File: src/rtl/ysyx_24070016_pkg.sv
// Shared definitions for the load/store unit: access-size encodings, the
// controller state enum and the byte-lane offset helper.
package ysyx_24070016_pkg;

    localparam logic [1:0] SIZE_BYTE = 2'b00;
    localparam logic [1:0] SIZE_HALF = 2'b01;
    localparam logic [1:0] SIZE_WORD = 2'b10;

    typedef enum logic [1:0] {
        LSU_IDLE = 2'b00,
        LSU_REQ  = 2'b01,
        LSU_WAIT = 2'b10,
        LSU_DONE = 2'b11
    } lsu_state_t;

    // Byte lane an access starts on; misaligned low bits are truncated.
    function automatic logic [1:0] lane_offset(input logic [1:0] size, input logic [1:0] addr_lo);
        logic [1:0] off;
        case (size)
            SIZE_BYTE: off = addr_lo;
            SIZE_HALF: off = {addr_lo[1], 1'b0};
            default:   off = 2'b00;
        endcase
        return off;
    endfunction

endpackage

File: src/rtl/ysyx_24070016_lsu_align.sv
// Combinational lane steering: store byte mask, store data shift and
// load data extraction with sign/zero extension.
module ysyx_24070016_lsu_align
    import ysyx_24070016_pkg::*;
(
    input  logic [1:0]  addr_lo,
    input  logic [1:0]  size,
    input  logic        is_store,
    input  logic        is_unsigned,
    input  logic [31:0] store_data,
    input  logic [31:0] rdata,
    output logic [3:0]  wmask,
    output logic [31:0] wdata,
    output logic [31:0] load_data
);

    logic [1:0]  off;
    logic [4:0]  shamt;
    logic [31:0] rdata_sh;

    assign off      = lane_offset(size, addr_lo);
    assign shamt    = {off, 3'b000};
    assign wdata    = store_data << shamt;
    assign rdata_sh = rdata >> shamt;

    // Byte enables for stores; loads never enable any lane.
    always_comb begin
        wmask = 4'b0000;
        if (is_store) begin
            case (size)
                SIZE_BYTE: wmask = 4'b0001 << off;
                SIZE_HALF: wmask = 4'b0011 << off;
                default:   wmask = 4'b1111;
            endcase
        end
    end

    // Truncate the shifted read data to the access size and extend it.
    always_comb begin
        load_data = rdata_sh;
        case (size)
            SIZE_BYTE: load_data = is_unsigned ? {24'h0, rdata_sh[7:0]}
                                               : {{24{rdata_sh[7]}}, rdata_sh[7:0]};
            SIZE_HALF: load_data = is_unsigned ? {16'h0, rdata_sh[15:0]}
                                               : {{16{rdata_sh[15]}}, rdata_sh[15:0]};
            default:   load_data = rdata_sh;
        endcase
    end

endmodule

File: src/rtl/ysyx_24070016_lsu.sv
// Load/store unit between EXU and WBU. One operation in flight at a time:
// IDLE accepts, REQ issues the memory request, WAIT collects load data,
// DONE presents the writeback result.
// Optional feature: define YSYX_24070016_LSU_MISALIGN_CHK_EN to flag
// misaligned half/word accesses instead of issuing them.
//
// Handshakes (in_*, out_*, dreq_*): a transfer happens on a rising edge
// where valid and ready are both 1; once valid is raised it stays high and
// its payload stays constant until that transfer.
module ysyx_24070016_lsu
    import ysyx_24070016_pkg::*;
(
    input  logic        clk,
    input  logic        rst_n,
    input  logic        in_valid,
    output logic        in_ready,
    input  logic [31:0] exu_result,
    input  logic [31:0] exu_src2,
    input  logic        mem_ren,
    input  logic        mem_wen,
    input  logic [1:0]  mem_size,
    input  logic        mem_unsigned,
    output logic        out_valid,
    input  logic        out_ready,
    output logic [31:0] wb_data,
    output logic        dreq_valid,
    input  logic        dreq_ready,
    output logic [31:0] dreq_addr,
    output logic        dreq_we,
    output logic [31:0] dreq_wdata,
    output logic [3:0]  dreq_wmask,
    input  logic        drsp_valid,
    input  logic [31:0] drsp_rdata,
    output logic        lsu_misalign,
    output logic [1:0]  dbg_state
);

    lsu_state_t  state_q, state_d;
    logic [31:0] addr_q;
    logic [31:0] src2_q;
    logic        wen_q;
    logic [1:0]  size_q;
    logic        uns_q;
    logic [31:0] load_data;
    logic        accept;
    logic        mem_op;

    assign accept    = (state_q == LSU_IDLE) && in_valid;
    assign mem_op    = mem_ren | mem_wen;
    assign dbg_state = state_q;

    assign dreq_addr = {addr_q[31:2], 2'b00};
    assign dreq_we   = wen_q;

`ifdef YSYX_24070016_LSU_MISALIGN_CHK_EN
    logic mis_in;
    logic misalign_q;

    assign mis_in = mem_op &&
                    (((mem_size == SIZE_HALF) && exu_result[0]) ||
                     (mem_size[1] && (exu_result[1:0] != 2'b00)));
    assign lsu_misalign = misalign_q;

    // Misalign flag is captured with the operation and held through DONE.
    always_ff @(posedge clk or negedge rst_n) begin
        if (!rst_n) begin
            misalign_q <= 1'b0;
        end else if (accept) begin
            misalign_q <= mis_in;
        end
    end
`else
    assign lsu_misalign = 1'b0;
`endif

    ysyx_24070016_lsu_align u_align (
        .addr_lo     (addr_q[1:0]),
        .size        (size_q),
        .is_store    (wen_q),
        .is_unsigned (uns_q),
        .store_data  (src2_q),
        .rdata       (drsp_rdata),
        .wmask       (dreq_wmask),
        .wdata       (dreq_wdata),
        .load_data   (load_data)
    );

    // State register.
    always_ff @(posedge clk or negedge rst_n) begin
        if (!rst_n) begin
            state_q <= LSU_IDLE;
        end else begin
            state_q <= state_d;
        end
    end

    // Next-state and handshake outputs.
    always_comb begin
        state_d    = state_q;
        in_ready   = 1'b0;
        dreq_valid = 1'b0;
        out_valid  = 1'b0;
        case (state_q)
            LSU_IDLE: begin
                in_ready = 1'b1;
                if (in_valid) begin
                    if (!mem_op) begin
                        state_d = LSU_DONE;
                    end
`ifdef YSYX_24070016_LSU_MISALIGN_CHK_EN
                    else if (mis_in) begin
                        state_d = LSU_DONE;
                    end
`endif
                    else begin
                        state_d = LSU_REQ;
                    end
                end
            end
            LSU_REQ: begin
                dreq_valid = 1'b1;
                if (dreq_ready) begin
                    state_d = wen_q ? LSU_DONE : LSU_WAIT;
                end
            end
            LSU_WAIT: begin
                if (drsp_valid) begin
                    state_d = LSU_DONE;
                end
            end
            LSU_DONE: begin
                out_valid = 1'b1;
                if (out_ready) begin
                    state_d = LSU_IDLE;
                end
            end
            default: state_d = LSU_IDLE;
        endcase
    end

    // Operation capture and writeback data register.
    always_ff @(posedge clk or negedge rst_n) begin
        if (!rst_n) begin
            addr_q  <= 32'h0;
            src2_q  <= 32'h0;
            wen_q   <= 1'b0;
            size_q  <= 2'b00;
            uns_q   <= 1'b0;
            wb_data <= 32'h0;
        end else if (accept) begin
            addr_q  <= exu_result;
            src2_q  <= exu_src2;
            wen_q   <= mem_wen;
            size_q  <= mem_size;
            uns_q   <= mem_unsigned;
            wb_data <= mem_op ? 32'h0 : exu_result;
        end else if ((state_q == LSU_REQ) && dreq_ready && wen_q) begin
            wb_data <= 32'h0;
        end else if ((state_q == LSU_WAIT) && drsp_valid) begin
            wb_data <= load_data;
        end
    end

endmodule
File: config.mk
export PLATFORM = sky130hd
export DESIGN_NAME = ysyx_24070016_lsu
export DESIGN_NICKNAME = d
export VERILOG_FILES = /design/src/rtl/ysyx_24070016_pkg.sv /design/src/rtl/ysyx_24070016_lsu_align.sv /design/src/rtl/ysyx_24070016_lsu.sv
export SDC_FILE = /design/constraint.sdc
export NUM_CORES = 1
export LEC_CHECK = 0
export CAP_MARGIN = 20
export CORE_MARGIN = 8
export CORE_UTILIZATION = 30
export CTS_CLUSTER_SIZE = 14
export DETAILED_ROUTE_END_ITERATION = 8
export PLACE_DENSITY_LB_ADDON = 0.05
export SYNTH_ARGS = -nofsm -noshare
export SYNTH_HDL_FRONTEND = slang
export SYNTH_SLANG_ARGS = --single-unit
File: constraint.sdc
create_clock -name clk -period 3.3 [get_ports clk]
set_clock_uncertainty 0.2 [all_clocks]
set_input_delay 0.33 -clock clk [delete_from_list [all_inputs] [get_ports clk]]
set_output_delay 0.33 -clock clk [all_outputs]
set_load 0.1 [all_outputs]
==> impl_metrics.csv <==
group,metric,value,unit
yosys,ys_ff_latch,102,
route,viasPerCell,4.929,
die,row_count,50,
timing,setup_violations,0,
yosys,async_flop_share,100.0,%
final_layout,final_util,44.73,%
timing,worst_slew_pin_slew,1.007,ns
die,die_width,152.6,um
final_layout,areaGrowthSynthToFinish,47.87,%
timing,period_minus_slack,2.993,ns
setup_path,criticalPathCategory,"reg -> out",
grt,grt_usage,18.21,%
timing,finalCritPeriodShare,90.71,%
timing,hold_viol,0,
route,drt_iter0_markers,342,
clocking,clock-sinks,102,
clocking,cts.htree.levels,3,
setup_path,timing.rr.end,"wb_data[17]",
die,io_pins,214,
timing,rsz0062_at_grt,"no",
flow_run,cap_violations,0,
clocking,cts_tree,"yes",
setup_path,worst-path-max-fanout,14,
setup_path,r2r-start,"size_q[0]",
timing,setup_tns,0,ns
clocking,clock-root-buffer,"clkbuf_16",
clocking,cts-resized-gates,0,
grt,grt_max_degree,68,
yosys,syn_inst,675,
setup_path,crit_path_top_delay_cell,"nor2b_2",
worst_hold_path,min_path_type,"reg -> reg",
timing,maxSlewViolCount,0,
worst_hold_path,min_path_cells,2,
route,first_pass_iters,5,
route,wl_per_cell,19.72,um
route,ant_nets,0,
grt,grt_first_pass_wirelength,33.30,mm
clocking,clk_pin_slew_worst_paths,0.07,ns
grt,grt_pass1_vias,5640,
yosys,synth_area_per_cell,8.299,um2
final_layout,final_nets,947,
clocking,post_cts_buffers,0,
yosys,synth_edf_count,0,
setup_path,end_kind,"primary output",
final_layout,drive_above_1_share,15.26,%
route,wl,21.18,mm
timing,slew_headroom,32.67,%
die,start_util,30.25,%
clocking,cts_made_buffers,9,
setup_path,cp.arrival,2.46,ns
placement,hpwlAfterDp,15.94,mm
die,die_y,152.6,um
worst_hold_path,hold_start,"addr_q[18]",
clocking,clock_latency,0.35,ns
yosys,synth-main-ff-cell,"dfrtp_1",
grt,antenna_found_initial,2,
setup_path,r2r_cells,6,
setup_path,cp.required,2.77,ns
run_status,status,"completed",
yosys,synthDistinctLibCells,46,
setup_path,reg2reg_slack,0.77,ns
placement,place.port_buffers,210,
route,drc,0,
setup_path,startpoint_type,"flip-flop",
final_layout,fill_cells,1850,
route,dr_total_vias,5294,
die,core_area,18520,um2
die,die_area,23300,um2
clocking,cts_buffer_depth,2,
yosys,netlist_area,5602,um2
setup_path,max_stage_delay,0.77,ns
clocking,hold_buffers,1,
final_layout,mostFrequentLayoutCells,"nand2_1, clkdlybuf4s50_1, dfrtp_1, buf_4, nor2_1",
timing,timing.fmax,334.1,MHz
final_layout,final_common_cell,"nand2_1",
yosys,ys_warn_count,0,
worst_hold_path,hold_end,"addr_q[18]",
placement,gp_congestion,0.8497,
setup_path,path_cells,"nor2b_2 > mux2i_1 > o21ai_1 > buf_4",
grt,overflow,0,
yosys,yosysSeqAreaShare,45.57,%
==> routing by layer <==
layer,wire length [um],GRT usage [%]
met5,13,0
met4,317,5.231
met3,1665,6.041
met2,10010,30.07
met1,9181,22.24
==> metrics by stage <==
step / cell area, um2 / worst slack, ns / cells / hold slack, ns
2_1_floorplan: 5665 / -0.01905 / 677 / -0.1656
3_3_place_gp: 7991 / 0.7457 / 1058 / 0.2559
3_5_place_dp: 7991 / 0.7017 / 1058 / 0.2625
4_1_cts: 8280 / 0.2998 / 1073 / 0.2798
5_1_grt: 8283 / 0.1622 / 1074 / 0.3005
6_report: 8283 / 0.3066 / 1074 / 0.2716
==> area by class of cell <==
| class | count | area (um2) | share of cell area (%) |
|---|---|---|---|
| multi-input combinational | 487 | 2651 | 32.01 |
| clock inverter | 4 | 50.05 | 0.6042 |
| sequential | 102 | 2552 | 30.82 |
| antenna | 1 | 2.502 | 0.03021 |
| clock buffer | 10 | 229.0 | 2.764 |
| tap | 234 | 292.8 | 3.535 |
| timing repair buffer | 226 | 2467 | 29.79 |
| inverter | 10 | 37.54 | 0.4532 |
==> how the worst max path moves through the flow <==
stage               cells after the start  slack, ns       from             end
finish                                  4       0.31  addr_q[1]  dreq_wdata[19]
global route                            4       0.16  addr_q[1]  dreq_wdata[19]
CTS                                     4       0.30  addr_q[1]  dreq_wdata[19]
detailed placement                      4       0.70  addr_q[1]  dreq_wdata[19]
global placement                        4       0.75  addr_q[1]  dreq_wdata[19]
floorplan                               6      -0.02  size_q[1]  dreq_wdata[12]
==> cell usage after synthesis, drive strengths merged, types with 2 or more instances <==
master	count	area (um2)
inv	9	33.78
buf	48	326.6
nand3	17	85.08
o21ai	39	195.2
nor2	40	150.1
mux4	7	157.7
a21oi	16	80.08
nand2b	2	12.51
and2	3	18.77
o22ai	21	131.4
nand2	243	912.1
a31oi	18	112.6
clkbuf	30	112.6
mux2i	12	120.1
nor2b	3	18.77
ha	4	50.05
o211ai	16	170.2
and3	17	106.4
a32oi	2	17.52
a211oi	8	60.06
dfrtp	102	2552
==> registers in the layout (all words and copies together) (netlist names) <==
signal,cells
addr_q,32
src2_q,32
wb_data,32
dbg_state,2
size_q,2
dreq_we,1
uns_q,1
==> cell families after synthesis <==
group | count (synthesis) | synth area share [%]
buf+inv | 88 | 8.510
mux | 20 | 5.160
flops | 102 | 45.57
fa+ha+maj | 4 | 0.8935
other cells | 1 | 0.06694
simple gates | 331 | 24.32
compound gates | 129 | 15.48
==> critical path: cells and delay by family (launching register included) <==
kind            cells  cell delay [ns]
flops               1             0.51
buf+inv             1             0.33
compound gates      1             0.24
simple gates        1             0.77
mux                 1             0.25
Power is left out: the tool's default activity adds up to more than one toggle a clock period on the data nets, which glitch-free logic cannot reach.
